File: config.mk
export PLATFORM = sky130hd
export DESIGN_NAME = mem_port_arbiter
export DESIGN_NICKNAME = d
export VERILOG_FILES = /design/src/rtl/mem_port_arbiter.sv
export SDC_FILE = /design/constraint.sdc
export NUM_CORES = 1
export LEC_CHECK = 0
export BUFFER_PORTS_ARGS = -buffer_cell sky130_fd_sc_hd__buf_4
export CORE_UTILIZATION = 50
export CTS_BUF_LIST = sky130_fd_sc_hd__clkbuf_16
export DETAILED_ROUTE_END_ITERATION = 8
export GPL_ROUTABILITY_DRIVEN = 0
export GPL_TIMING_DRIVEN = 0
export PLACE_DENSITY = 0.9
export SYNTH_ARGS = -nofsm -noshare
export SYNTH_HDL_FRONTEND = slang
export SYNTH_SLANG_ARGS = --single-unit
File: constraint.sdc
create_clock -name clk -period 4 [get_ports clk]
set_clock_uncertainty 0.1 [all_clocks]
set_input_delay 0.4 -clock clk [delete_from_list [all_inputs] [get_ports clk]]
set_output_delay 0.4 -clock clk [all_outputs]
set_load 0.02 [all_outputs]
File: src/rtl/mem_port_arbiter.sv
// Arbitrates the shared memory port between fetch (IF) and load/store (LS).
// Ports: clk/reset, IF and LS req/gnt/valid/rdata handshakes, memory side.
module mem_port_arbiter #(
  parameter int ADDR_W     = 10,
  parameter int DATA_W     = 32,
  parameter int LAT        = 2,
  parameter int MAX_STARVE = 3
) (
  input  logic              clk,
  input  logic              reset,
  input  logic              if_req,
  input  logic [ADDR_W-1:0] if_addr,
  output logic              if_gnt,
  output logic              if_valid,
  output logic [DATA_W-1:0] if_rdata,
  input  logic              ls_req,
  input  logic              ls_we,
  input  logic [ADDR_W-1:0] ls_addr,
  input  logic [DATA_W-1:0] ls_wdata,
  output logic              ls_gnt,
  output logic              ls_valid,
  output logic [DATA_W-1:0] ls_rdata,
  output logic [ADDR_W-1:0] mem_addr,
  output logic              mem_we,
  output logic [DATA_W-1:0] mem_wdata,
  input  logic [DATA_W-1:0] mem_rdata
);

  localparam int CW = (LAT > 1) ? $clog2(LAT) : 1;
  localparam int SW =
    (MAX_STARVE > 0) ? $clog2(MAX_STARVE + 1) : 1;

  typedef enum logic {IDLE, BUSY} state_e;

  state_e            state_q, state_d;
  logic [CW-1:0]     cnt_q, cnt_d;
  logic [SW-1:0]     starve_q, starve_d;
  logic              own_ls_q, own_ls_d;
  logic [ADDR_W-1:0] addr_q, addr_d;
  logic              we_q, we_d;
  logic [DATA_W-1:0] wdata_q, wdata_d;
  logic [DATA_W-1:0] if_rdata_q, if_rdata_d;
  logic [DATA_W-1:0] ls_rdata_q, ls_rdata_d;
  logic              if_gnt_q, if_gnt_d;
  logic              ls_gnt_q, ls_gnt_d;
  logic              if_valid_q, if_valid_d;
  logic              ls_valid_q, ls_valid_d;
  logic              last;
  logic              starved;
  logic              ls_win;
  logic              if_win;

  assign last    = (state_q == BUSY)
                && (cnt_q == CW'(LAT - 1));
  assign starved = (starve_q == SW'(MAX_STARVE));

  always_comb begin
    state_d    = state_q;
    cnt_d      = cnt_q;
    starve_d   = starve_q;
    own_ls_d   = own_ls_q;
    addr_d     = addr_q;
    we_d       = we_q;
    wdata_d    = wdata_q;
    if_rdata_d = if_rdata_q;
    ls_rdata_d = ls_rdata_q;
    if_gnt_d   = 1'b0;
    ls_gnt_d   = 1'b0;
    if_valid_d = 1'b0;
    ls_valid_d = 1'b0;
    ls_win     = 1'b0;
    if_win     = 1'b0;
    unique case (state_q)
      IDLE: begin
        // LS has priority until IF has lost MAX_STARVE times
        ls_win = ls_req && !(if_req && starved);
        if_win = if_req && !ls_win;
        unique case (1'b1)
          ls_win: begin
            own_ls_d = 1'b1;
            addr_d   = {ls_addr[ADDR_W-1:2], 2'b00};
            we_d     = ls_we;
            wdata_d  = ls_wdata;
            ls_gnt_d = 1'b1;
            state_d  = BUSY;
            cnt_d    = '0;
            if (if_req && !starved)
              starve_d = starve_q + SW'(1);
          end
          if_win: begin
            own_ls_d = 1'b0;
            addr_d   = {if_addr[ADDR_W-1:2], 2'b00};
            we_d     = 1'b0;
            if_gnt_d = 1'b1;
            state_d  = BUSY;
            cnt_d    = '0;
            starve_d = '0;
          end
          default: ;
        endcase
      end
      BUSY: begin
        cnt_d = cnt_q + CW'(1);
        if (last) begin
          state_d = IDLE;
          cnt_d   = '0;
          if (own_ls_q) begin
            ls_valid_d = 1'b1;
            if (!we_q)
              ls_rdata_d = mem_rdata;
          end else begin
            if_valid_d = 1'b1;
            if_rdata_d = mem_rdata;
          end
        end
      end
      default: state_d = IDLE;
    endcase
  end

  always_ff @(posedge clk or negedge reset) begin
    if (!reset) begin
      state_q    <= IDLE;
      cnt_q      <= '0;
      starve_q   <= '0;
      own_ls_q   <= 1'b0;
      addr_q     <= '0;
      we_q       <= 1'b0;
      wdata_q    <= '0;
      if_rdata_q <= '0;
      ls_rdata_q <= '0;
      if_gnt_q   <= 1'b0;
      ls_gnt_q   <= 1'b0;
      if_valid_q <= 1'b0;
      ls_valid_q <= 1'b0;
    end else begin
      state_q    <= state_d;
      cnt_q      <= cnt_d;
      starve_q   <= starve_d;
      own_ls_q   <= own_ls_d;
      addr_q     <= addr_d;
      we_q       <= we_d;
      wdata_q    <= wdata_d;
      if_rdata_q <= if_rdata_d;
      ls_rdata_q <= ls_rdata_d;
      if_gnt_q   <= if_gnt_d;
      ls_gnt_q   <= ls_gnt_d;
      if_valid_q <= if_valid_d;
      ls_valid_q <= ls_valid_d;
    end
  end

  assign if_gnt    = if_gnt_q;
  assign ls_gnt    = ls_gnt_q;
  assign if_valid  = if_valid_q;
  assign ls_valid  = ls_valid_q;
  assign if_rdata  = if_rdata_q;
  assign ls_rdata  = ls_rdata_q;
  assign mem_addr  = addr_q;
  assign mem_wdata = wdata_q;
  // the write strobe exists only in the last busy cycle
  assign mem_we    = last && we_q;

endmodule

==> out/summary.txt <==
Status -> completed
NetSw -> 2.197 mW
Syn. warnings -> 0
Synth Cell Area -> 4368 um2
Worst setup SP type -> register
Vias per cell -> 5.152
Cell leakage power -> 3.144 nW
Initial antenna violation count -> 0
Crit. End Element -> register
Fin nets -> 580
Ys async rst share -> 100.0%
Num CTS Buffers -> 17
Final setup margin -> 1.953 ns
CTS tree -> built
Final Util -> 78.41%
Clock buffer depth -> 2
Register area share after synthesis -> 65.31%
Max Cap Viol -> 0
Worst min path class -> in -> reg
PwrDens -> 949.6 nW/um2
Dpl cell area -> 5952 um2
Worst EP arrival -> 2.23 ns
Mean routed wirelength per cell -> 17.60 um
CP cell instances -> ha_1, nand2b_1, buf_2, a21oi_4, buf_6, mux2_2
Worst Path Required -> 4.18 ns
RSZ-0062 raised after global routing -> false
Top-count cell post-synth -> dfrtp_1
Share of power burned in combinational logic -> 44.2%
Htree depth -> 4
Crit path max fanout -> 10
Post-synthesis cell count -> 275
Num rows -> 33
Largest net degree at the start of global routing -> 115
Post-synth EDFFs -> 0
Top post-synthesis cells by count -> 114 x dfrtp_1, 95 x mux2_2, 8 x a2bb2oi_1, 8 x a31oi_1, 8 x o21ai_0
Slew @ Worst Pin -> 0.5846 ns
Cts hold-fix bufs -> 0
Drt total wl -> 10.67 mm
Die Ht -> 95.47 um
Final instance area -> 6540 um2
Detail Route Antenna Nets -> 0
DR DRC count -> 0
Period Utilization, post-route -> 51.17%
F_max -> 0.4886 GHz
HPWL after DPL -> 7.298 mm
Gates resized, CTS repair -> 0
Vias post-DR -> 3,122
Hold WS -> 0.1194 ns
VDD IR max -> 0.4607 mV
Final setup fails -> 0
Pins Over Slew Limit -> 0
Syn-to-layout area delta -> 49.73%
Die W -> 95.47 um
Yosys reg bits -> 114
Share of the synthesized area in the top cell type -> 65.31%
Yosys cell types -> 24
Reg power frac -> 33.3%
Final setup TNS -> 0 ns
Max_slew headroom -> 60.95%
Setup Fix Bufs, Post-CTS -> 0
Minimum clock period -> 2.047 ns
Critical path class -> reg -> reg
Clk sinks -> 114
DIE AREA -> 9114 um2
Clock power frac -> 22.5%
Final hold vios -> 0
Pint -> 4.014 mW
Global-route wire length before repair -> 15.93 mm
Pre-Repair DR Iteration Count -> 4
Ys flop type -> dfrtp_1
Worst path slowest cell -> dfrtp_1
GRT Util Overall -> 23.77%
Gr ovfl total -> 0
Leading post-synthesis cells by cell area -> dfrtp_1 65%, mux2_2 24%, a2bb2oi_1 1.6%
Net Sw Frac -> 35.37%
CP bufs+invs -> 2
I/O Pins -> 200
Top delay family on crit path -> buffers and inverters
Diode count -> 0
Clock latency on the worst-skew pair -> 0.40 ns
Cell taking the most area after synthesis -> dfrtp_1
Clock transition at path regs -> 0.05 ns
CTS root buffer -> clkbuf_16
Syn avg cell area -> 15.88 um2
Setup WS pre-CTS -> 1.966 ns
Port buffer count -> 193
Initial DRC count -> 76
Initial Utilization -> 52.37%
Layout cells sized above 1 -> 65.87%
Vias in the first global route -> 3,305
Core area -> 8341 um2
Worst path max stage delay -> 0.39 ns
[logic make-up (layout without fill, tap and decap cells)]
logic type,after synthesis,in the layout,synth area share (%)
compound gates,29,29,4.784
fa+ha+maj,1,1,0.2864
buf+inv,18,243,2.664
flops,114,114,65.31
mux,97,97,25.01
other cells,1,2,0.08585
simple gates,15,15,1.862
[area by class of cell]
| class | count | area [um2] |
|---|---|---|
| fillers | 512 | 1800 |
| well taps | 105 | 131.4 |
| multi-input cells | 144 | 1403 |
| repair buffers | 195 | 1490 |
| plain buffers | 16 | 108.9 |
| inverters | 2 | 7.507 |
| flip-flops and latches | 114 | 2853 |
| clock buffers | 17 | 425.4 |
| clock inverters | 13 | 121.4 |
[worst register-to-register path: cells and delay by family, from the launching register on]
family	cells	cell delay, ns
muxes	1	0.35
and+or+nand+nor	1	0.14
buffers and inverters	2	0.40
DFF	1	0.39
AOI/OAI and AO/OA	1	0.34
adders and majority gates	1	0.22
[placed cells by master, fill, tap and decap left out, types with 2 or more instances in the layout]
| master | count |
|---|---|
| buf_4 | 197 |
| dfrtp_1 | 114 |
| mux2_2 | 95 |
| clkbuf_16 | 17 |
| o21ai_0 | 8 |
| a31oi_1 | 8 |
| a2bb2oi_1 | 8 |
| buf_2 | 5 |
| nand2b_1 | 4 |
| buf_6 | 4 |
| nor2_1 | 4 |
| clkinv_1 | 4 |
| clkinvlp_4 | 3 |
| clkinv_2 | 3 |
| clkbuf_1 | 2 |
| nand2_1 | 2 |
| and3_1 | 2 |
| nand3b_1 | 2 |
| inv_1 | 2 |
| mux2_1 | 2 |
| a22o_1 | 2 |
| conb_1 | 2 |
| bufinv_16 | 2 |
[layer usage]
| metal | GRT usage (%) | wire length, um | vias to the layer above |
|---|---|---|---|
| li1 | - | - | 1405 |
| met4 | 12.56 | 287 | 0 |
| met3 | 6.140 | 685 | 24 |
| met1 | 26.68 | 4026 | 1548 |
| met2 | 41.37 | 5669 | 145 |
| met5 | 0 | 0 | - |
[state kept, by name, summed over array words and instances (netlist names)]
| name | flops |
|---|---|
| mem_wdata | 32 |
| if_gnt | 1 |
| ls_valid | 1 |
| if_rdata | 32 |
| ls_rdata | 32 |
| state_q | 1 |
| cnt_q | 1 |
| we_q | 1 |
| if_valid | 1 |
| ls_gnt | 1 |
| mem_addr | 8 |
| starve_q | 2 |
| own_ls_q | 1 |
[through the flow]
| stage | cells | total power, mW |
|---|---|---|
| 5_1_grt | 606 | 6.505 |
| 2_1_floorplan | 276 | 3.598 |
| 3_5_place_dp | 574 | 4.832 |
| 4_1_cts | 604 | 6.255 |
| 3_3_place_gp | 574 | 4.715 |
| 6_report | 606 | 6.210 |
[final timing paths]
| kind | from | endpoint | slack [ns] | depth (start not counted) |
|---|---|---|---|---|
| max | starve_q[0]$_DFFE_PN0P_ | mem_wdata[23]$_DFFE_PN0P_ | 1.95 | 6 |
| min | ls_wdata[8] | mem_wdata[8]$_DFFE_PN0P_ | 0.12 | 2 |
| max reg2reg | starve_q[0]$_DFFE_PN0P_ | mem_wdata[23]$_DFFE_PN0P_ | 1.95 | 6 |
| min reg2reg | mem_wdata[8]$_DFFE_PN0P_ | mem_wdata[8]$_DFFE_PN0P_ | 0.38 | 1 |
| max in group asynchronous | reset | ls_rdata[19]$_DFFE_PN0P_ | 2.73 | 3 |
| min in group asynchronous | reset | mem_wdata[30]$_DFFE_PN0P_ | 0.37 | 2 |
[power groups by stage]
stage	clock, mW	sequential (mW)	combinational (mW)
floorplan	0	2.71	0.883
global placement	0	2.03	2.69
detailed placement	0	2.08	2.76
CTS	1.41	2.07	2.78
global route	1.47	2.12	2.91
finish	1.40	2.07	2.75
Power figures use the tool's default switching activity.
